### src/rtl/veririsc_pkg.sv
// Shared VeriRISC types: instruction-cycle phases and opcodes.
package veririsc_pkg;

    localparam int NUM_PHASES = 8;
    localparam int PHASE_W    = $clog2(NUM_PHASES);
    localparam int OPCODE_W   = 3;

    typedef enum logic [PHASE_W-1:0] {
        INST_ADDR  = 3'd0,
        INST_FETCH = 3'd1,
        INST_LOAD  = 3'd2,
        IDLE       = 3'd3,
        OP_ADDR    = 3'd4,
        OP_FETCH   = 3'd5,
        ALU_OP     = 3'd6,
        STORE      = 3'd7
    } phase_t;

    typedef enum logic [OPCODE_W-1:0] {
        HLT = 3'd0,
        SKZ = 3'd1,
        ADD = 3'd2,
        AND = 3'd3,
        XOR = 3'd4,
        LDA = 3'd5,
        STO = 3'd6,
        JMP = 3'd7
    } opcode_t;

    // Opcodes that read an operand from memory and load the accumulator.
    function automatic logic is_aluop(input logic [OPCODE_W-1:0] op);
        return (op == ADD) || (op == AND) || (op == XOR) || (op == LDA);
    endfunction

endpackage

### src/rtl/cpu_controller.sv
// VeriRISC controller: 8-phase sequencer, strobe decode and sticky halt.
module cpu_controller
    import veririsc_pkg::*;
(
    input  logic                clk,
    input  logic                rst,
    input  logic [OPCODE_W-1:0] opcode,
    input  logic                zero,
    output logic                sel,
    output logic                rd,
    output logic                ld_ir,
    output logic                halt,
    output logic                inc_pc,
    output logic                ld_ac,
    output logic                ld_pc,
    output logic                wr,
    output logic                data_e,
    output logic [PHASE_W-1:0]  phase
);

    phase_t phase_q, phase_nxt;
    logic   halted_q, halted_nxt;
    logic   aluop;

    assign aluop = is_aluop(opcode);
    assign phase = phase_q;

    // Phase counter and halted flag; reset aborts any instruction or halt.
    always_ff @(posedge clk or negedge rst) begin
        if (!rst) begin
            phase_q  <= INST_ADDR;
            halted_q <= 1'b0;
        end else begin
            phase_q  <= phase_nxt;
            halted_q <= halted_nxt;
        end
    end

    // Next state: step every cycle, freeze at OP_ADDR once HLT is seen there.
    always_comb begin
        phase_nxt  = phase_q;
        halted_nxt = halted_q;
        if (!halted_q) begin
            if (phase_q == OP_ADDR && opcode == HLT)
                halted_nxt = 1'b1;
            else
                phase_nxt = phase_t'(phase_q + 3'd1);
        end
    end

    // Strobe decode; opcode is only consulted from OP_ADDR onward so a
    // changing or unknown opcode during fetch cannot reach the outputs.
    always_comb begin
        sel    = 1'b0;
        rd     = 1'b0;
        ld_ir  = 1'b0;
        halt   = 1'b0;
        inc_pc = 1'b0;
        ld_ac  = 1'b0;
        ld_pc  = 1'b0;
        wr     = 1'b0;
        data_e = 1'b0;
        if (halted_q) begin
            halt = 1'b1;
        end else begin
            case (phase_q)
                INST_ADDR: begin
                    sel = 1'b1;
                end
                INST_FETCH: begin
                    sel = 1'b1;
                    rd  = 1'b1;
                end
                INST_LOAD, IDLE: begin
                    sel   = 1'b1;
                    rd    = 1'b1;
                    ld_ir = 1'b1;
                end
                OP_ADDR: begin
                    inc_pc = 1'b1;
                    halt   = (opcode == HLT);
                end
                OP_FETCH: begin
                    rd = aluop;
                end
                ALU_OP: begin
                    rd     = aluop;
                    inc_pc = (opcode == SKZ) && zero;
                    ld_pc  = (opcode == JMP);
                    data_e = (opcode == STO);
                end
                STORE: begin
                    rd     = aluop;
                    ld_ac  = aluop;
                    ld_pc  = (opcode == JMP);
                    wr     = (opcode == STO);
                    data_e = (opcode == STO);
                end
                default: ;
            endcase
        end
    end

endmodule

### config.mk
export PLATFORM = sky130hd
export DESIGN_NAME = cpu_controller
export DESIGN_NICKNAME = d
export VERILOG_FILES = /design/src/rtl/veririsc_pkg.sv /design/src/rtl/cpu_controller.sv
export SDC_FILE = /design/constraint.sdc
export NUM_CORES = 1
export LEC_CHECK = 0
export CORE_AREA = 4 4 41 43
export CTS_CLUSTER_DIAMETER = 120
export DETAILED_ROUTE_END_ITERATION = 6
export DIE_AREA = 0 0 45 47
export GPL_TIMING_DRIVEN = 0
export PLACE_DENSITY = 0.63
export SLEW_MARGIN = 10
export SYNTH_ARGS = -nofsm -noshare
export SYNTH_HDL_FRONTEND = slang
export SYNTH_SLANG_ARGS = --single-unit
### constraint.sdc
create_clock -name clk -period 2.19 [get_ports clk]
set_clock_uncertainty 0.1 [all_clocks]
set_input_delay 0.438 -clock clk [delete_from_list [all_inputs] [get_ports clk]]
set_output_delay 0.438 -clock clk [all_outputs]
set_load 0.05 [all_outputs]
After elaboration in Yosys (flattened, before gate mapping):

Index checks and enable logic that the tools add are counted.

* register bits after elaboration: 4
* output and inout bits: 12
* word-level logic and storage cells: 52
* bits of input ports: 6

* reductions and logical operators: 13
* add/sub/neg operators: 1
* equality and inequality tests: 14
* bitwise gates (word level): 2
* mux-type cells: 20

Operator list (number)
* $eq A3 B3 Y1 const B: 8
* $mux W1: 18
* $eq A3 B2 Y1 const B: 4
* $eq A3 B1 Y1 const B: 2
* $logic_not A3 Y1: 2
* $reduce_or A3 Y1: 2
* $pmux W1 S2: 2
* $reduce_or A2 Y1: 2
* $reduce_or A4 Y1: 1
* $add A3 B1 Y3 const B: 1
* $logic_or A1 B1 Y1: 3
* $logic_and A1 B1 Y1: 2
* $not A1 Y1: 2
* $reduce_and A2 Y1: 1

Depth between registers and ports, before layout:

* depth after elaboration: 6
* mapped depth: 5
* mapped depth without buffers: 5

Worst setup path before layout:

OpenSTA, ideal clock, no wires.

* path type: reg2out
* from: register phase_q[1], in the netlist phase[1]
* to: output port ld_pc
* stages on the path, launching flop included: 5
* path buffers: 0
* path slack: -1.166 ns
* arrival: 2.818 ns
* required time: 1.652 ns
* path through: dfrtp_1 -> ha_1 -> ha_1 -> a21oi_1 -> nor4b_1

* cells in the longest elaborated chain, start to end: 4
* elaborated cells between the ends (all ways): 5
* those cells by class: eq/ne (2); mux (2); reduce/logical (1)

Ends and longest elaborated chain
* start: declaration: RTL line cpu_controller.sv:21 `phase_t phase_q, phase_nxt;`
* start signal: assignment: RTL line cpu_controller.sv:34 `phase_q <= phase_nxt;`
* $eq A3 B3 Y1: RTL line cpu_controller.sv:66 `case (phase_q)`
* $reduce_or A2 Y1 (no source line) *
* $mux W1 *
* $mux W1 *: RTL line cpu_controller.sv:63 `if (halted_q) begin`
* end: declaration: RTL line cpu_controller.sv:15 `output logic ld_pc,`

Mark *: on every way between the ends. The rest lies on a longest branch, timed or not.

Worst setup path in the final report:

* from: register phase_q[0], in the netlist phase[0]
* to: output port sel

* cells in the longest elaborated chain, start to end: 4
* elaborated cells between the ends (all ways): 7
* those cells by class: eq/ne (3); mux (2); reduce/logical (2)

Ends and longest elaborated chain
* $eq A3 B2 Y1 (tied with other cells): RTL line cpu_controller.sv:66
* $reduce_or A4 Y1 (no source line) *
* $mux W1 *: RTL line cpu_controller.sv:66
* $mux W1 *: RTL line cpu_controller.sv:63
* end: declaration: RTL line cpu_controller.sv:9 `output logic sel,`

Marked as above.

==> flow_summary.json <==
{
  "status": "finished, violations left",
  "violations": "setup timing",
  "synth_cells": 40,
  "cp_slowest_cell": "dfrtp_4",
  "port-buffer-count": 17,
  "r2r_slack_ps": 430,
  "drt_pass1_iterations": 2,
  "core_um2": 1300,
  "hold_violations": 0,
  "dp_hpwl_um": 728,
  "via_count": 372,
  "drc": 0,
  "die_w_um": 45,
  "crit_type": "reg2out",
  "final_common_cell": "buf_6",
  "h-tree-depth": 1,
  "slew_violations": 0,
  "viasPerCell": 4.77,
  "wl_per_cell_um": 11.7,
  "syn_area_um2": 364,
  "instances_no_fill": 78,
  "critPathArrivalTime_ps": 1670,
  "syn_to_final_growth_pct": 118,
  "num-fill-cells": 124,
  "yosys.area_share.simple": 0.234,
  "drtAntennaViolNets": 0,
  "clk_pin_slew_ps": 40,
  "path_depth": 5,
  "antenna_cells": 0,
  "reg2reg_depth": 6,
  "max_stage_delay_ps": 510,
  "synth_xor_area_frac": 0.0481,
  "cts_hold_buf": 0,
  "rsz0062_at_grt": "yes",
  "nets": 76,
  "path_cells": "ha_2 -> or3_4 -> a21oi_2 -> nor2_2 -> buf_6",
  "cts_sinks": 4,
  "min_period_ps": 2210,
  "drt_iter0_drc": 6,
  "critical_path_buf_inv_count": 1,
  "synth_top_family_by_area": "simple AND/OR/NAND/NOR gates",
  "synth.avg_cell_area_um2": 9.10,
  "hold_class": "in2async",
  "cts_max_path_buffers": 2,
  "synth_fa_ha_area_frac": 0.206,
  "fmax_mhz": 452,
  "layout_setup_ws_ps": -21.5,
  "cap_viol_max_count": 0,
  "cts_tree": "done",
  "mostFrequentLayoutCells": "buf_6, clkdlybuf4s50_1, ha_4, clkbuf_4",
  "grt_antenna_before_repair": 0,
  "cp_max_fo": 5,
  "wl_um": 916,
  "finalCritPeriodShare": 1.01,
  "ys_warn_count": 0,
  "end_kind": "primary output",
  "synth_cell_type_count": 20,
  "critPathRequiredTime_ps": 1650,
  "cts_made_buffers": 3,
  "worstMarginPinSlew_ps": 493,
  "grt-ovfl-total": 0,
  "num_io_pins": 18,
  "rows": 13,
  "grt_pass1_wl_um": 1620,
  "clock-root-buffer": "clkbuf_4",
  "grt_max_degree": 11,
  "setup_violations": 1,
  "placed_cells": 72,
  "synth-compound-area-share": 0.141,
  "routabilityCongestion": 0.694,
  "die_y_um": 47,
  "first_global_vias": 351,
  "synthMuxAreaShare": 0.0412,
  "insertion_delay_ps": 240,
  "start_util": 0.280,
  "seq_area_frac_synth": 0.275,
  "drive_gt1_frac": 0.746,
  "reg2reg_from": "phase[0]$_DFFE_PN0P_",
  "start_kind": "register",
  "syn_nets": 52,
  "critPathTopFamily": "flip-flops",
  "r2r-end": "phase[1]$_DFFE_PN0P_",
  "yosys_register_bits": 4,
  "grt.total_usage": 0.112,
  "fin_setup_tns_ps": -21.5,
  "relSlewSlack": 0.670,
  "die-area_um2": 2120
}
## synthesized netlist by cell type, drive strengths merged
library cell  number  area share
nor2               4       0.041
o32ai              1       0.024
buf                1       0.014
ha                 6        0.21
or3                1       0.017
inv                4       0.041
nor3b              1       0.021
nand2b             1       0.017
o21ai              2       0.027
dfrtp              4        0.27
nor3               2       0.027
a41oi              1       0.024
mux2               1       0.041
nand2              1       0.010
a21oi              4       0.065
nor4               2       0.034
xnor2              2       0.048
nor4b              2       0.065
## final cells by class
| type | instances | area (um2) | share of cell area |
|---|---|---|---|
| buffer | 1 | 5.00 | 0.00630 |
| clock buffer | 4 | 26.3 | 0.0331 |
| inverter | 4 | 17.5 | 0.0220 |
| multi-input combinational | 31 | 444 | 0.559 |
| sequential | 4 | 106 | 0.134 |
| tap | 15 | 18.8 | 0.0236 |
| timing repair buffer | 19 | 176 | 0.222 |
## worst register-to-register path, delay by kind of cell, from the launching register on
family / cells / cell delay, ps
AO/OA/AOI/OAI: 1 / 100
adder cells (fa/ha/maj): 1 / 150
AND/OR/NAND/NOR: 1 / 220
buffers and inverters: 2 / 270
flip-flops: 1 / 510
multiplexers: 1 / 290
## per-layer routing
layer  up-vias  track usage  wire [um]
met4         0       0.0877         19
met1       165        0.128        368
met5         -            0          0
met2        16        0.172        447
li1        189            -          -
met3         2       0.0345         81
## logic make-up (layout without fill, tap and decap cells)
kind of cell    after synthesis  in the layout
compound gates                8              8
flops                         4              4
buf+inv                       5             28
fa+ha+maj                     6              6
xor+xnor                      2              2
simple gates                 14             14
mux                           1              1
## through the flow
step	setup WS, ps	hold WS, ps	utilization	instance area [um2]
finish	-21.5	290	0.611	795
CTS	-30.1	287	0.561	729
global route	-80.0	276	0.611	795
global placement	-910	489	0.510	663
detailed placement	-879	489	0.510	663
floorplan	11.9	42.4	-	474
## sequential cells by signal, summed over array words and instances (netlist names)
name and count:
halted_q 1, phase 3
## what timing repair did
action                     CTS  global route
pin swaps                    3             3
setup endpoints to repair    9             7
gates resized for setup     69            12
buffers inserted             2             0
## worst max path at each step
stage | from | slack (ps) | to
floorplan | phase[0]$_DFFE_PN0P_ | 10 | data_e
detailed placement | opcode[2] | -880 | rd
global route | phase[0]$_DFFE_PN0P_ | -80 | sel
global placement | opcode[2] | -910 | rd
CTS | phase[0]$_DFFE_PN0P_ | -30 | sel
finish | phase[0]$_DFFE_PN0P_ | -20 | sel
Power is not shown: default switching activity piles up to over one toggle a cycle in this logic, so the estimate is an artifact.
